<file path="src/rtl/pipeline_hazard_controller_if.sv">
// Sideband bundle between the pipeline datapath (master) and the hazard controller (slave).
// No valid/ready here: every cycle the datapath presents fresh ID/EX facts and the controller answers in that same cycle.
interface pipeline_hazard_controller_if #(
  parameter int REG_AW = 5,
  parameter int CNT_W  = 16
);
  logic              MemReadFromIDEX;
  logic [REG_AW-1:0] EX_Rt;
  logic [REG_AW-1:0] ID_Rs;
  logic [REG_AW-1:0] ID_Rt;
  logic              ID_UsesRt;
  logic              BranchTakenEX;
  logic              MemBusy;

  logic              PC_WriteEnable;
  logic              IFID_WriteEnable;
  logic              WriteEnableMuxControl;
  logic              IFID_Flush;
  logic              IDEX_Flush;
  logic              PipeHold;
  logic [CNT_W-1:0]  StallCount;

  modport master (
    output MemReadFromIDEX, EX_Rt, ID_Rs, ID_Rt, ID_UsesRt, BranchTakenEX, MemBusy,
    input  PC_WriteEnable, IFID_WriteEnable, WriteEnableMuxControl,
    input  IFID_Flush, IDEX_Flush, PipeHold, StallCount
  );

  modport slave (
    input  MemReadFromIDEX, EX_Rt, ID_Rs, ID_Rt, ID_UsesRt, BranchTakenEX, MemBusy,
    output PC_WriteEnable, IFID_WriteEnable, WriteEnableMuxControl,
    output IFID_Flush, IDEX_Flush, PipeHold, StallCount
  );
endinterface

</file>
<file path="src/rtl/pipeline_hazard_controller.sv">
// Load-use stall / branch flush / memory-freeze controller for a 5-stage pipeline.
// Outputs are Mealy (same-cycle); state, bubble countdown and bubble counter are registered.
module pipeline_hazard_controller #(
  parameter int REG_AW     = 5,
  parameter int LOAD_STALL = 1,
  parameter int CNT_W      = 16
) (
  input  logic                          Clock,
  input  logic                          Reset,
  pipeline_hazard_controller_if.slave   hz,
  output logic                          dbg_state
);

  typedef enum logic {
    IDLE  = 1'b0,
    STALL = 1'b1
  } state_t;

  localparam logic [2:0] STALL_INIT = 3'(LOAD_STALL - 1);

  state_t     state;
  logic [2:0] remain;
  logic       load_use;
  logic       stall_cycle;

  // Register 0 is hardwired zero, so a load targeting it can never feed a consumer.
  assign load_use = hz.MemReadFromIDEX
                  & (hz.EX_Rt != REG_AW'(0))
                  & ((hz.EX_Rt == hz.ID_Rs) | (hz.ID_UsesRt & (hz.EX_Rt == hz.ID_Rt)));

  assign stall_cycle = (state == STALL) | ((state == IDLE) & load_use);
  assign dbg_state   = (state == STALL);

  always_comb begin
    hz.PC_WriteEnable        = 1'b0;
    hz.IFID_WriteEnable      = 1'b0;
    hz.WriteEnableMuxControl = 1'b0;
    hz.IFID_Flush            = 1'b0;
    hz.IDEX_Flush            = 1'b0;
    hz.PipeHold              = 1'b0;
    if (!Reset) begin
      hz.PC_WriteEnable = 1'b0;
    end else if (hz.MemBusy) begin
      hz.WriteEnableMuxControl = 1'b1;
      hz.PipeHold              = 1'b1;
    end else if (hz.BranchTakenEX) begin
      hz.PC_WriteEnable        = 1'b1;
      hz.IFID_WriteEnable      = 1'b1;
      hz.WriteEnableMuxControl = 1'b1;
      hz.IFID_Flush            = 1'b1;
      hz.IDEX_Flush            = 1'b1;
    end else if (stall_cycle) begin
      hz.PC_WriteEnable = 1'b0;
    end else begin
      hz.PC_WriteEnable        = 1'b1;
      hz.IFID_WriteEnable      = 1'b1;
      hz.WriteEnableMuxControl = 1'b1;
    end
  end

  // A frozen memory cycle holds everything so it never consumes one of the bubbles.
  always_ff @(posedge Clock or negedge Reset) begin
    if (!Reset) begin
      state         <= IDLE;
      remain        <= 3'd0;
      hz.StallCount <= '0;
    end else if (hz.MemBusy) begin
      state         <= state;
      remain        <= remain;
      hz.StallCount <= hz.StallCount;
    end else if (hz.BranchTakenEX) begin
      state  <= IDLE;
      remain <= 3'd0;
    end else if (stall_cycle) begin
      if (hz.StallCount != {CNT_W{1'b1}}) begin
        hz.StallCount <= hz.StallCount + 1'b1;
      end
      if (state == IDLE) begin
        if (LOAD_STALL == 1) begin
          state  <= IDLE;
          remain <= 3'd0;
        end else begin
          state  <= STALL;
          remain <= STALL_INIT;
        end
      end else if (remain == 3'd1) begin
        state  <= IDLE;
        remain <= 3'd0;
      end else begin
        remain <= remain - 3'd1;
      end
    end
  end

endmodule

</file>
<file path="src/flat_wrapper.sv">
// flat-port wrapper written by rule: the top's interface ports become plain ports
module pipeline_hazard_controller_flat 
#(
  parameter int REG_AW     = 5,
  parameter int LOAD_STALL = 1,
  parameter int CNT_W      = 16
)
  (Clock, Reset, dbg_state, hz_MemReadFromIDEX, hz_EX_Rt, hz_ID_Rs, hz_ID_Rt, hz_ID_UsesRt, hz_BranchTakenEX, hz_MemBusy, hz_PC_WriteEnable, hz_IFID_WriteEnable, hz_WriteEnableMuxControl, hz_IFID_Flush, hz_IDEX_Flush, hz_PipeHold, hz_StallCount);
  pipeline_hazard_controller_if #(.REG_AW(REG_AW), .CNT_W(CNT_W)) hz_i ();
  input  logic Clock;
  input  logic Reset;
  output logic dbg_state;
  input wire logic [$bits(hz_i.MemReadFromIDEX)-1:0] hz_MemReadFromIDEX;
  input wire logic [$bits(hz_i.EX_Rt)-1:0] hz_EX_Rt;
  input wire logic [$bits(hz_i.ID_Rs)-1:0] hz_ID_Rs;
  input wire logic [$bits(hz_i.ID_Rt)-1:0] hz_ID_Rt;
  input wire logic [$bits(hz_i.ID_UsesRt)-1:0] hz_ID_UsesRt;
  input wire logic [$bits(hz_i.BranchTakenEX)-1:0] hz_BranchTakenEX;
  input wire logic [$bits(hz_i.MemBusy)-1:0] hz_MemBusy;
  output wire logic [$bits(hz_i.PC_WriteEnable)-1:0] hz_PC_WriteEnable;
  output wire logic [$bits(hz_i.IFID_WriteEnable)-1:0] hz_IFID_WriteEnable;
  output wire logic [$bits(hz_i.WriteEnableMuxControl)-1:0] hz_WriteEnableMuxControl;
  output wire logic [$bits(hz_i.IFID_Flush)-1:0] hz_IFID_Flush;
  output wire logic [$bits(hz_i.IDEX_Flush)-1:0] hz_IDEX_Flush;
  output wire logic [$bits(hz_i.PipeHold)-1:0] hz_PipeHold;
  output wire logic [$bits(hz_i.StallCount)-1:0] hz_StallCount;
  assign hz_i.MemReadFromIDEX = hz_MemReadFromIDEX;
  assign hz_i.EX_Rt = hz_EX_Rt;
  assign hz_i.ID_Rs = hz_ID_Rs;
  assign hz_i.ID_Rt = hz_ID_Rt;
  assign hz_i.ID_UsesRt = hz_ID_UsesRt;
  assign hz_i.BranchTakenEX = hz_BranchTakenEX;
  assign hz_i.MemBusy = hz_MemBusy;
  assign hz_PC_WriteEnable = hz_i.PC_WriteEnable;
  assign hz_IFID_WriteEnable = hz_i.IFID_WriteEnable;
  assign hz_WriteEnableMuxControl = hz_i.WriteEnableMuxControl;
  assign hz_IFID_Flush = hz_i.IFID_Flush;
  assign hz_IDEX_Flush = hz_i.IDEX_Flush;
  assign hz_PipeHold = hz_i.PipeHold;
  assign hz_StallCount = hz_i.StallCount;
  pipeline_hazard_controller #(.REG_AW(REG_AW), .LOAD_STALL(LOAD_STALL), .CNT_W(CNT_W)) u_core (.Clock(Clock), .Reset(Reset), .hz(hz_i), .dbg_state(dbg_state));
endmodule
</file>
<file path="config.mk">
export PLATFORM = sky130hd
export DESIGN_NAME = pipeline_hazard_controller_flat
export DESIGN_NICKNAME = d
export VERILOG_FILES = /design/src/rtl/pipeline_hazard_controller_if.sv /design/src/rtl/pipeline_hazard_controller.sv /design/src/flat_wrapper.sv
export SDC_FILE = /design/constraint.sdc
export NUM_CORES = 1
export LEC_CHECK = 0
export ABC_AREA = 1
export ABC_CLOCK_PERIOD_IN_PS = 1900
export CORE_MARGIN = 4
export CORE_UTILIZATION = 25
export CTS_CLUSTER_DIAMETER = 30
export DETAILED_ROUTE_END_ITERATION = 8
export GPL_TIMING_DRIVEN = 0
export HOLD_SLACK_MARGIN = 0.08
export PLACE_DENSITY = 0.45
export SLEW_MARGIN = 15
export SYNTH_ARGS = -nofsm -noshare
export SYNTH_HDL_FRONTEND = slang
export SYNTH_SLANG_ARGS = --single-unit
</file>
<file path="constraint.sdc">
create_clock -name Clock -period 1.9 [get_ports Clock]
set_input_delay 0.285 -clock Clock [delete_from_list [all_inputs] [get_ports Clock]]
set_output_delay 0.285 -clock Clock [all_outputs]
set_load 0.02 [all_outputs]
</file>
# After elaboration in Yosys (flattened, before gate mapping)
# Cells that the tools add are included.
# word_totals
register_bits,20
inputBits,21
output_inout_bits,23
elab_cells,41
# classes
add_sub_neg,2
n_eq_ne,4
muxes,19
bitwise,9
n_reduce_logical,4
# op_table
cell,n
$add 16x1->16 const B,1
$ne 16x16->1 const B,1
$mux 1,15
$mux 3,4
$eq 5x5->1,2
$reduce_bool 5->1,1
$and 1x1->1,4
$reduce_and 4->1,1
$eq 3x1->1 const B,1
$not 1->1,3
$sub 3x1->3 const B,1
$or 1x1->1,2
$reduce_and 2->1,1
$reduce_bool 2->1,1

# Logic depth before layout (Yosys ltp)
# Gate-level depths: netlist of the first run.
# depth
depth_word,10
mapped_depth,12
mapped_depth_nobuf,11

# Worst setup path before layout of the first run
# OpenSTA, ideal clock, no wires.
# synth_timing
path_type,input -> output
start,in hz_EX_Rt[2]
end,out hz_PC_WriteEnable
arrival_time_ps,1520
required_time_ps,1615
path_slack_ps,95
path_stages,9
n_path_buf,2
path_cell_list,inv_2 -> nand4_1 -> o21ai_0 -> inv_1 -> nand2_2 -> nand2_4 -> buf_6 -> a21oi_1 -> buf_4
# synth_between
elab_chain_cells,10
elab_cells_between_ends,13
cone_classes,eq/ne: 2; mux: 4; bitwise: 6; reduce/logical: 1
# synth_lines
item,line,text
from (decl),flat_wrapper.sv:14,input wire logic [$bits(hz_i.EX_Rt)-1:0] hz_EX_Rt;
$eq 5x5->1,pipeline_hazard_controller.sv:29,& ((hz.EX_Rt == hz.ID_Rs) | (hz.ID_UsesRt & (hz.EX_Rt == hz.ID_Rt)));
$and 1x1->1,pipeline_hazard_controller.sv:29,
$or 1x1->1,pipeline_hazard_controller.sv:29,
$and 1x1->1 *,pipeline_hazard_controller.sv:29,
$and 1x1->1 *,pipeline_hazard_controller.sv:31,assign stall_cycle = (state == STALL) | ((state == IDLE) & load_use);
$or 1x1->1 *,pipeline_hazard_controller.sv:31,
$mux 1 * (4 in series),--,
to (decl),flat_wrapper.sv:20,output wire logic [$bits(hz_i.PC_WriteEnable)-1:0] hz_PC_WriteEnable;
# Every way passes the cells marked *; elsewhere a longest branch is shown, timed or not.

# Final worst setup path of the first run
# layout_timing
start,in hz_MemBusy
end,out hz_IFID_Flush
# layout_between
elab_chain_cells,2
# layout_lines
item,line,text
from (decl),flat_wrapper.sv:19,input wire logic [$bits(hz_i.MemBusy)-1:0] hz_MemBusy;
$mux 1,pipeline_hazard_controller.sv:43,end else if (hz.MemBusy) begin
$mux 1,pipeline_hazard_controller.sv:41,if (!Reset) begin
to (decl),flat_wrapper.sv:23,output wire logic [$bits(hz_i.IFID_Flush)-1:0] hz_IFID_Flush;
# Every way passes these cells.

==> results of run 1 <==
metal layers:
layer,wire [um],track usage [%],vias up
met5,0,0,-
met3,152,2.73,2
met4,17,1.67,0
li1,-,-,837
met1,2170,17.6,694
met2,1990,19.4,24
worst paths after layout:
path | endpoint | slack [ns]
setup / recovery | hz_IFID_Flush | 0.1
min in group asynchronous | u_core.hz.StallCount[9] | 0.82
hold reg to reg | u_core.remain[1] | 0.47
max in group asynchronous | u_core.remain[0] | 0.49
hold / removal | u_core.remain[1] | 0.47
setup reg to reg | u_core.hz.StallCount[14] | 0.26
cell usage after synthesis:
| cell type | instances | share of area, % |
|---|---|---|
| nand4_1 | 17 | 6.7 |
| nand3_4 | 1 | 1.1 |
| xor2_1 | 4 | 2.2 |
| inv_4 | 1 | 0.40 |
| nor2_2 | 4 | 1.6 |
| dfrtp_1 | 20 | 32 |
| buf_4 | 3 | 1.4 |
| nor2_1 | 14 | 3.3 |
| nand3_2 | 5 | 3.2 |
| nand2_2 | 3 | 1.2 |
| buf_6 | 3 | 2.1 |
| nor3_1 | 4 | 1.3 |
| o21bai_1 | 1 | 0.47 |
| clkinv_1 | 2 | 0.47 |
| buf_2 | 1 | 0.32 |
| nand2_4 | 2 | 1.4 |
| nor2_4 | 2 | 1.4 |
| a21oi_1 | 1 | 0.32 |
| inv_1 | 27 | 6.4 |
| ha_1 | 3 | 2.4 |
| xnor2_1 | 5 | 2.8 |
| nand3_1 | 17 | 5.4 |
| nor3_2 | 1 | 0.63 |
| o21ai_0 | 1 | 0.32 |
| nand2_1 | 83 | 20 |
| inv_2 | 8 | 1.9 |
cell usage in the layout, fill, tap and decap left out, types with 2 or more instances in the layout:
cell	instances
nor3_1	4
nand2_1	82
dlymetal6s2s_1	2
clkbuf_8	3
nand2_2	4
xor2_1	4
nor2_1	12
xnor2_1	5
nand3_2	6
inv_2	8
buf_8	2
buf_4	8
nand3_1	16
nor2_4	2
clkbuf_2	6
inv_1	26
inv_4	2
clkdlybuf4s15_1	3
ha_1	3
clkdlybuf4s50_1	20
nor2_2	6
dfrtp_1	20
nand2_4	2
dlygate4sd2_1	7
buf_2	2
nand4_1	17
buf_6	4
what timing repair did:
action / 4_1_cts / 5_1_grt
buffers inserted: 5 / 0
hold endpoints to repair: 20 / 0
endpoints found under the setup margin: 6 / 4
hold buffers: 1 / 0
resized for setup: 49 / 22
pin swaps: 8 / 12
power breakdown:
part	switching [uW]	internal (uW)
sequential	52.8	469
combinational	276	227
clock	143	141
cell type report:
type	instances	area (um^2)	share of cell area, %
clock buffer	3	41.3	1.88
inverter	38	149	6.78
sequential	20	500	22.8
multi-input combinational	168	900	40.9
buffer	7	75.1	3.42
tap	75	93.8	4.27
timing repair buffer	49	438	19.9
registers in the layout, indices dropped and copies added, names as in the netlist:
signal / cells
u_core.hz.StallCount: 16
u_core.dbg_state: 1
u_core.remain: 3
logic make-up after synthesis:
logic type | Yosys count | share of synthesized area (%)
adder cells (fa/ha/maj) | 3 | 2.37
AO/OA/AOI/OAI | 3 | 1.11
buffers and inverters | 45 | 13.0
flip-flops | 20 | 31.6
AND/OR/NAND/NOR | 153 | 46.9
XOR/XNOR | 9 | 4.98
critical path: cells and delay by family:
| family | cells | cell delay, ns |
|---|---|---|
| buf+inv | 4 | 1.04 |
| simple gates | 2 | 0.20 |
through the flow:
step                area (um^2)  TNS, ns
global placement           2110    -5.58
finish                     2200        0
CTS                        2200  -0.0130
global route               2200        0
floorplan                  1580        0
detailed placement         2110    -5.48
==> results.md, run 1 <==
Placed design:
- The detailed placement HPWL is 3160 um.
- The weighted congestion at the end of routability-driven global placement is 0.738.
- The number of placed cells counting well taps is 351.
- The count of buffers added on input and output ports is 43.
- Prior to clock tree synthesis, the placed netlist has a worst setup slack of -1.05 ns.

Critical path:
- The startpoint identified for the worst register-to-register timing path is u_core.hz.StallCount[0].
- The kind of critical path is primary input to primary output.
- For this design, the slowest cell found on the critical path is clkdlybuf4s50_1.
- The category of the worst setup path capture point is a primary output.
- The worst register-to-register path has a depth of 10.
- In this run the worst setup path begins at hz_MemBusy.
- The largest stage delay on the critical path is 0.50 ns.
- Data arrives at the worst endpoint at 1.52 ns.
- The maximum fanout along the worst path is 9.
- The startpoint class of the critical path is a primary input.
- The worst endpoint required time is 1.62 ns.
- The signal on the critical path passes through clkdlybuf4s50_1 -> clkinv_2 -> nand2_2 -> nor2_1 -> buf_4 -> clkdlybuf4s15_2.

Clock tree:
- The clock edge transition at the registers on the reported setup and hold paths is 0.07 ns.
- The clock reaches the later pin of the worst-skew pair after 0.26 ns.
- TritonCTS built the clock tree.
- The tree built by TritonCTS fans out to 20 sinks.
- The CTS buffer count is 3.
- The longest clock path from root to sink contains 2 buffers.
- CTS built an H-tree with a depth of 1.
- Clock tree synthesis selected as its root buffer the cell clkbuf_8.

Pwr:
- For this design the ratio of total power to cell area is 596 mW/mm^2.
- The worst vdd rail ir drop is 0.493 mV.
- For this design the static power due to leakage is 0.00109 uW.
- The design draws 1310 uW.

Cells and area:
- Once layout is complete, the cells apart from fillers number 360.
- The number of fill cells is 670.
- The final layout contains 311 nets.
- The repair_antennas step left the layout with diodes totalling 0.
- Compared with the post-synthesis result, the final layout area differs by 38.8%.
- The utilization after layout is 36.5%.
- The proportion of layout cells with a drive suffix above 1 is 21.1%.

GRT:
- The number of global-route vias before repair is 1,572.
- The first-pass GRT wire length is 7420 um.
- The overall routing resource usage is 12.3%.
- Entering global routing, the biggest net connects 21 pins.
- The total overflow left after global routing is 0.
- The initial antenna violation count is 0.

STA:
- The smallest setup slack after layout is 0.0954 ns.
- For this run, the top clock speed supported by timing is 554 MHz.
- The final-report max-slew violation count is 0.
- Setup repair after global routing left no endpoint under its margin.
- The final number of hold-violating endpoints was 0.
- Dividing the final minimum period by the clock period gives 95.0%.
- The smallest clock period supported by the final layout is computed as 1.80 ns.
- The final worst clock skew is 0.00131 ns.
- The max-slew headroom at the worst pin is 34.7%.
- Setup violations remaining at the end of the flow were counted as 0.
- For the pin with the worst max-slew slack, the measured transition is 0.977 ns.
- The tightest hold path in the finished design has a slack of 0.472 ns.

Detailed routing:
- The first detailed-routing pass ran for 4 iterations.
- The first routing iteration left 69 violations.
- After detailed routing, the number of remaining DRC violations is 0.
- The final wirelength is 4330 um.
- The routed length per placed instance is 12.0 um.
- Detailed routing inserted a total of 1,557 vias.
- The number of routed nets with antenna violations is 0.
- Using the TritonRoute via totals, the vias-per-cell ratio works out to 4.33.

Status:
- The run finished with clean final reports.

Floorplanning:
- The die covers 0.00767 mm^2.
- The floorplan step set the die height to 87.6 um.
- The area of the core is 0.00603 mm^2.
- In this run the horizontal extent of the chip is 87.6 um.
- During I/O placement, the number of pins put on the boundary was 44.
- The effective utilization at floorplan is 26.3%.
- In this run the core area contains 28 standard-cell rows.

Logic synthesis:
- The Yosys warning count is 0.
- The number of nets in the synthesized netlist is 257.
- Dividing the synthesized area by the synthesized cell count gives 6.79 um^2.
- In this run, synthesis produced a sequential element count of 20.
- The number of library cell types mapped by synthesis is 26.
- The share of the Yosys chip area taken by registers is 31.6%.
- The combined area of all synthesized cells is 0.00158 mm^2.
- The gate count of the mapped netlist is 233.

Min path:
- The hold path startpoint is u_core.remain[1].
- The min-delay analysis places its worst path in the category flip-flop to flip-flop.
- Along the worst hold path, the cell count comes to 2.

Run:
- The number of maximum-capacitance constraint violations is 0.
No activity file was read; power rests on OpenSTA's default activity.
==> run 2, diff against run 1 <==
--- a/config.mk
+++ b/config.mk
@@ -7,6 +7,7 @@
 export LEC_CHECK = 0
 export ABC_AREA = 1
 export ABC_CLOCK_PERIOD_IN_PS = 1900
+export CAP_MARGIN = 30
 export CORE_MARGIN = 4
 export CORE_UTILIZATION = 25
 export CTS_CLUSTER_DIAMETER = 30
@@ -14,6 +15,7 @@
 export GPL_TIMING_DRIVEN = 0
 export HOLD_SLACK_MARGIN = 0.08
 export PLACE_DENSITY = 0.45
+export REMOVE_ABC_BUFFERS = 1
 export SLEW_MARGIN = 15
 export SYNTH_ARGS = -nofsm -noshare
 export SYNTH_HDL_FRONTEND = slang
==> results.md, run 2 (same netlist as run 1, synthesis figures left out) <==
Detailed routing:
- The total via count in the routed design is 1,583 (was 1,557).
- The number of routed nets with antenna violations is 0 (unchanged).
- The routed length per placed instance is 11.7 um (was 12.0 um).
- The detailed-route DRC error count is 0 (unchanged).
- The detailed-router iteration count before antenna repair is 4 (unchanged).
- The final wirelength came to 4170 um (was 4330 um).
- The mean number of vias per cell was 4.46 (was 4.33).
- The count of routing violations after the opening detailed-route iteration is 68 (was 69).

Critical path:
- The critical path buffer and inverter count came to 3 (was 4).
- The largest stage delay on the critical path is 0.47 ns (was 0.50 ns).
- The category of the worst setup path capture point is a primary output (unchanged).
- The cell count along the critical path is 10 (was 6).
- The kind of critical path is primary input to primary output (unchanged).
- The data arrival at the endpoint of the critical path was 1.52 ns (about the same).
- The cell at the slowest stage of the critical path was clkdlybuf4s50_1 (unchanged).
- The length in cells of the worst reg-to-reg path is 9 (was 10).
- Cell breakdown of the critical path: clkdlybuf4s50_1 -> xnor2_1 -> nand3_1 -> nand2_2 -> nand2_4 -> nand2_8 -> nand3_2 -> nand2_1 -> inv_1 -> buf_6 (was clkdlybuf4s50_1 -> clkinv_2 -> nand2_2 -> nor2_1 -> buf_4 -> clkdlybuf4s15_2).
- The worst endpoint required time came to 1.62 ns (about the same).
- The kind of cell with the highest combined delay on the critical path is buffers and inverters (unchanged).
- The maximum fanout along the worst path is 4 (was 9).
- The startpoint class of the critical path is a primary input (unchanged).

Pwr:
- The total power consumption of the routed design is 1270 uW (was 1310 uW).
- The internal cell power is 807 uW (was 838 uW).
- The part of the power in the clock network is 22.4% (was 21.7%).
- The relative contribution of sequential cells to total power is 41.2% (was 39.9%).
- The net switching share of the total power is 36.4% (was 36.0%).
- The net load switching power is 461 uW (was 471 uW).
- The share of total power in combinational logic is 36.3% (was 38.4%).
- The power density relative to cell area was 575 mW/mm^2 (was 596 mW/mm^2).
- The worst vdd rail ir drop is 0.432 mV (was 0.493 mV).
- The reported leakage power is 0.00113 uW (was 0.00109 uW).

Clock tree:
- The maximum level of the CTS H-tree came to 1 (unchanged).
- The TritonCTS clock tree is built (unchanged).
- The total clock sinks is 20 (unchanged).
- The clock edge transition at the registers on the reported setup and hold paths is 0.07 ns (about the same).
- The clock latency at the later pin of the worst-skew pair was 0.26 ns (about the same).
- The number of buffers on the longest clock path is 2 (unchanged).
- The buffer cell driving the clock tree root is clkbuf_8 (unchanged).
- The CTS buffer count is 3 (unchanged).

STA:
- The max-slew headroom at the worst pin is 57.2% (was 34.7%).
- The final worst clock skew came to 0.00122 ns (was 0.00131 ns).
- The worst-margin pin slew is 0.640 ns (was 0.977 ns).
- The maximum achievable frequency is 553 MHz (was 554 MHz).
- The final clock period utilization by the worst path is 95.1% (was 95.0%).
- The smallest setup slack after layout is 0.0931 ns (was 0.0954 ns).
- The final number of hold-violating endpoints is 0 (unchanged).
- The setup total negative slack is 0 ns (unchanged).
- The final setup violation count was 0 (unchanged).
- The worst hold slack after final layout is 0.489 ns (was 0.472 ns).
- The final-report max-slew violation count is 0 (unchanged).
- The final critical-path required period is 1.81 ns (was 1.80 ns).
- Setup repair after global routing missed its margin: no (unchanged).

Floorplanning:
- The chip width is 87.6 um (unchanged).
- The die area is 0.00767 mm^2 (unchanged).
- The count of boundary I/O pins is 44 (unchanged).
- The overall die height is 87.6 um (unchanged).
- The effective utilization at floorplan came to 26.3% (unchanged).
- The area of the core is 0.00603 mm^2 (unchanged).
- The cell row count is 28 (unchanged).

GRT:
- The global-route track usage on met2 is 20.1% (was 19.4%).
- The first-pass GRT wire length is 7220 um (was 7420 um).
- The global routing usage on met1 came to 15.1% (was 17.6%).
- The initial antenna violation count is 0 (unchanged).
- The overall routing resource usage came to 11.7% (was 12.3%).
- The largest net degree at the start of global routing is 28 (was 21).
- The number of global-route vias before repair was 1,598 (was 1,572).
- The overflow left after global routing is 0 (unchanged).
- The met3 track demand over resource is 1.60% (was 2.73%).
- The most heavily used metal layer in global routing is met2 (unchanged).

Placed design:
- The weighted congestion at the end of routability-driven global placement is 0.765 (was 0.738).
- The detailed placement HPWL came to 2870 um (was 3160 um).
- The setup slack after placement is -0.774 ns (was -1.05 ns).
- The instance area after placement is 0.00206 mm^2 (was 0.00211 mm^2).
- The quantity of I/O buffers inserted on ports came to 43 (unchanged).

Cells and area:
- The register with the most flip-flops is u_core.hz.StallCount (unchanged).
- The proportion of layout cells with a drive suffix above 1 came to 16.1% (was 21.1%).
- The number of antenna repair diodes came to 0 (unchanged).
- The flip-flop count of the largest register after layout is 16 (unchanged).
- The layout overhead on the synthesized area is 39.4% (was 38.8%).
- Top library cells by usage in the layout, fill and taps aside: nand2_1 (82), inv_1 (27), clkdlybuf4s50_1 (23), dfrtp_1 (20), nand4_1 (17) (was nand2_1 (82), inv_1 (26), clkdlybuf4s50_1 (20), dfrtp_1 (20), nand4_1 (17)).
- The layout net count is 306 (was 311).
- The final non-filler cell area is 0.00221 mm^2 (was 0.00220 mm^2).
- The most common cell after layout, fill and taps aside is nand2_1 (unchanged).

Min path:
- The class of the worst hold path is flip-flop to flip-flop (unchanged).
- The hold-critical path depth is 2 (unchanged).

Run:
- The number of maximum-capacitance constraint violations was 0 (unchanged).

Status:
- Result of the run: complete, no violations (unchanged).
-- run 2: metrics by stage --
| step | util, % | cells |
|---|---|---|
| 4_1_cts | 35.7 | 353 |
| 2_1_floorplan | - | 226 |
| 5_1_grt | 36.6 | 355 |
| 6_report | 36.6 | 355 |
| 3_5_place_dp | 34.2 | 345 |
| 3_3_place_gp | 33.9 | 344 |
-- run 2: what timing repair did --
item	4_1_cts	5_1_grt
hold endpoints to repair	7	0
resized for setup	29	14
endpoints found under the setup margin	6	3
hold buffers	2	0
cloned	1	0
pin swaps	2	9
buffers inserted	2	2
-- run 2: final timing paths --
kind / start / end / slack [ns]
worst max-delay path: hz_ID_Rs[4] / hz_WriteEnableMuxControl / 0.09
worst min-delay path: u_core.remain[1] / u_core.remain[1] / 0.49
worst max register to register: u_core.hz.StallCount[0] / u_core.hz.StallCount[3] / 0.28
worst min register to register: u_core.remain[1] / u_core.remain[1] / 0.49
max in group asynchronous: Reset / u_core.remain[1] / 0.67
min in group asynchronous: Reset / u_core.hz.StallCount[8] / 0.58
-- run 2: power groups by stage --
stage                     logic (uW)  clock network [uW]  registers, uW
after floorplan                  201                   0            562
after CTS                        465                 306            523
final                            461                 284            523
after detailed placement         430                   0            529
after global routing             513                 322            531
after global placement           425                   0            530
-- run 2: layer usage --
layer,share of wire [%],wire length [um]
met5,0,0
met4,1.3,54
met3,5.2,217
met2,47,1970
met1,46,1930
-- run 2: layout make-up --
class	instances	area, um^2
fill	664	3820
clock buffer	3	41.3
sequential	20	500
multi-input combinational	169	915
inverter	38	149
tap	75	93.8
timing repair buffer	50	507
-- run 2: worst min-delay path, delay by kind of cell (launching register included) --
family	cells	cell delay [ns]
flip-flops	1	0.36
AND/OR/NAND/NOR	2	0.11
==> run 3, diff against run 2 <==
--- a/config.mk
+++ b/config.mk
@@ -13,7 +13,7 @@
 export CTS_CLUSTER_DIAMETER = 30
 export DETAILED_ROUTE_END_ITERATION = 8
 export GPL_TIMING_DRIVEN = 0
-export HOLD_SLACK_MARGIN = 0.08
+export HOLD_SLACK_MARGIN = 0.02
 export PLACE_DENSITY = 0.45
 export REMOVE_ABC_BUFFERS = 1
 export SLEW_MARGIN = 15
==> results.md, run 3 (same netlist as run 1, synthesis figures left out) <==
Floorplanning:
- The count of boundary I/O pins came to 44 (unchanged).
- The cell row count is 28 (unchanged).
- The die area is 0.00767 mm^2 (unchanged).
- The chip width was 87.6 um (unchanged).
- The overall die height came to 87.6 um (unchanged).
- The effective utilization at floorplan came to 26.3% (unchanged).
- The area of the core came to 0.00603 mm^2 (unchanged).

Pwr:
- The reported leakage power is 0.00113 uW (about the same).
- The relative contribution of sequential cells to total power is 41.2% (about the same).
- The share of total power in combinational logic is 36.1% (was 36.3%).
- The internal cell power was 805 uW (was 807 uW).
- The net load switching power is 462 uW (was 461 uW).
- The worst vdd rail ir drop is 0.433 mV (was 0.432 mV).
- The net switching share of the total power is 36.5% (was 36.4%).
- The power density relative to cell area is 577 mW/mm^2 (was 575 mW/mm^2).
- The part of the power in the clock network was 22.6% (was 22.4%).

Clock tree:
- The number of buffers on the longest clock path is 2 (unchanged).
- The TritonCTS clock tree is built (unchanged).
- The clock edge transition at the registers on the reported setup and hold paths is 0.07 ns (about the same).
- The maximum level of the CTS H-tree is 1 (unchanged).
- The CTS buffer count is 3 (unchanged).
- The total clock sinks is 20 (unchanged).
- The buffer cell driving the clock tree root is clkbuf_8 (unchanged).
- The clock latency at the later pin of the worst-skew pair came to 0.26 ns (about the same).

GRT:
- The number of global-route vias before repair was 1,583 (was 1,598).
- The overall routing resource usage is 11.4% (was 11.7%).
- The first-pass GRT wire length came to 7080 um (was 7220 um).
- The largest net degree at the start of global routing is 28 (unchanged).
- The overflow left after global routing is 0 (unchanged).
- The initial antenna violation count is 0 (unchanged).

STA:
- The final critical-path required period is 1.80 ns (was 1.81 ns).
- The final worst clock skew came to 0.00234 ns (was 0.00122 ns).
- The max-slew headroom at the worst pin is 75.2% (was 57.2%).
- The final setup violation count came to 0 (unchanged).
- The smallest setup slack after layout is 0.0985 ns (was 0.0931 ns).
- The maximum achievable frequency is 555 MHz (was 553 MHz).
- The final clock period utilization by the worst path is 94.8% (was 95.1%).
- The final number of hold-violating endpoints came to 0 (unchanged).
- Setup repair after global routing missed its margin: no (unchanged).
- The final-report max-slew violation count is 0 (unchanged).
- The worst-margin pin slew came to 0.371 ns (was 0.640 ns).

Status:
- Result of the run: complete, no violations (unchanged).

Critical path:
- The cell at the slowest stage of the critical path is clkdlybuf4s50_1 (unchanged).
- The startpoint class of the critical path was a primary input (unchanged).
- The largest stage delay on the critical path is 0.47 ns (about the same).
- Cell breakdown of the critical path: clkdlybuf4s50_1 -> xnor2_1 -> nand3_1 -> nand2_2 -> nand2_4 -> nand2_8 -> nand3_2 -> nand2_1 -> inv_1 -> buf_6 (unchanged).
- The worst endpoint required time was 1.62 ns (about the same).
- The data arrival at the endpoint of the critical path came to 1.52 ns (about the same).
- The critical path buffer and inverter count is 3 (unchanged).
- The category of the worst setup path capture point is a primary output (unchanged).
- The kind of critical path was primary input to primary output (unchanged).
- The maximum fanout along the worst path is 4 (unchanged).
- The kind of cell with the highest combined delay on the critical path is buffers and inverters (unchanged).

Cells and area:
- The flip-flop count of the largest register after layout is 16 (unchanged).
- The layout overhead on the synthesized area was 38.7% (was 39.4%).
- The number of antenna repair diodes is 0 (unchanged).
- The total area of multi-input combinational cells is 915 um^2 (unchanged).
- The register area is 500 um^2 (unchanged).
- The register with the most flip-flops is u_core.hz.StallCount (unchanged).
- The proportion of layout cells with a drive suffix above 1 came to 16.1% (about the same).
- The layout net count is 305 (was 306).
- The most common cell after layout, fill and taps aside is nand2_1 (unchanged).
- The post-layout instance count excluding filler cells came to 354 (was 355).
- Top library cells by usage in the layout, fill and taps aside: nand2_1 (82), inv_1 (27), clkdlybuf4s50_1 (23), dfrtp_1 (20), nand4_1 (17) (unchanged).
- The number of fill cells is 663 (was 664).

Detailed routing:
- The mean number of vias per cell is 4.43 (was 4.46).
- The detailed-router iteration count before antenna repair is 4 (unchanged).
- The final wirelength is 4080 um (was 4170 um).
- The detailed-route DRC error count came to 0 (unchanged).
- The count of routing violations after the opening detailed-route iteration is 71 (was 68).
- The routed length per placed instance is 11.5 um (was 11.7 um).
- The number of routed nets with antenna violations is 0 (unchanged).
- The total via count in the routed design came to 1,569 (was 1,583).

Placed design:
- The weighted congestion at the end of routability-driven global placement is 0.765 (unchanged).
- The quantity of I/O buffers inserted on ports is 43 (unchanged).
- The number of placed cells counting well taps came to 345 (unchanged).
- The setup slack after placement is -0.774 ns (unchanged).
- The detailed placement HPWL is 2870 um (unchanged).

Min path:
- The class of the worst hold path was primary input to async pin (was flip-flop to flip-flop).

Run:
- The number of maximum-capacitance constraint violations was 0 (unchanged).
-- run 3: cell count changes in the layout (fill, tap and decap cells not counted) --
cell / delta
dlygate4sd3_1: -1
-- run 3: layout make-up --
class                      count  area share, %
multi-input combinational    169           41.7
sequential                    20           22.8
timing repair buffer          49           22.6
inverter                      38           6.78
tap                           75           4.27
clock buffer                   3           1.88
-- run 3: power groups by stage --
stage	Clock, uW	Sequential (uW)	Combinational (uW)
after floorplan	0	562	201
after global placement	0	530	425
after detailed placement	0	529	430
after CTS	306	523	462
after global routing	322	531	510
final	287	523	458
-- run 3: routing by layer --
layer	routed length, um	global-route usage [%]
met5	0	0
met4	54	3.77
met3	219	1.60
met2	1900	19.5
met1	1910	14.8
-- run 3: worst paths after layout --
kind	startpoint	end	slack, ns	depth (start not counted)
hold reg to reg	u_core.remain[1]	u_core.remain[1]	0.49	2
max in group asynchronous	Reset	u_core.hz.StallCount[14]	1.08	2
min in group Clock	u_core.remain[1]	u_core.remain[1]	0.49	2
hold / removal	Reset	u_core.hz.StallCount[6]	0.05	2
setup reg to reg	u_core.hz.StallCount[0]	u_core.hz.StallCount[3]	0.28	9
setup / recovery	hz_ID_Rs[4]	hz_WriteEnableMuxControl	0.1	10
-- run 3: per-stage QoR --
step	TNS (ns)	utilization (%)	cell area, um^2	power [uW]	hold slack [ns]
final	0	36.4	2200	1270	0.0466
after detailed placement	-6.03	34.2	2060	959	0.468
after global placement	-7.06	33.9	2050	956	0.463
after floorplan	0	-	1520	764	-0.0106
after CTS	-0.198	35.5	2140	1290	0.0424
after global routing	0	36.4	2200	1360	0.0586
-- run 3: what timing repair did --
item | CTS | global route
setup buffers | 2 | 2
cloned | 1 | 0
setup endpoints to repair | 6 | 3
hold buffers | 1 | 0
gates resized for setup | 29 | 14
pin swaps | 2 | 8
endpoints found under the hold margin | 7 | 0
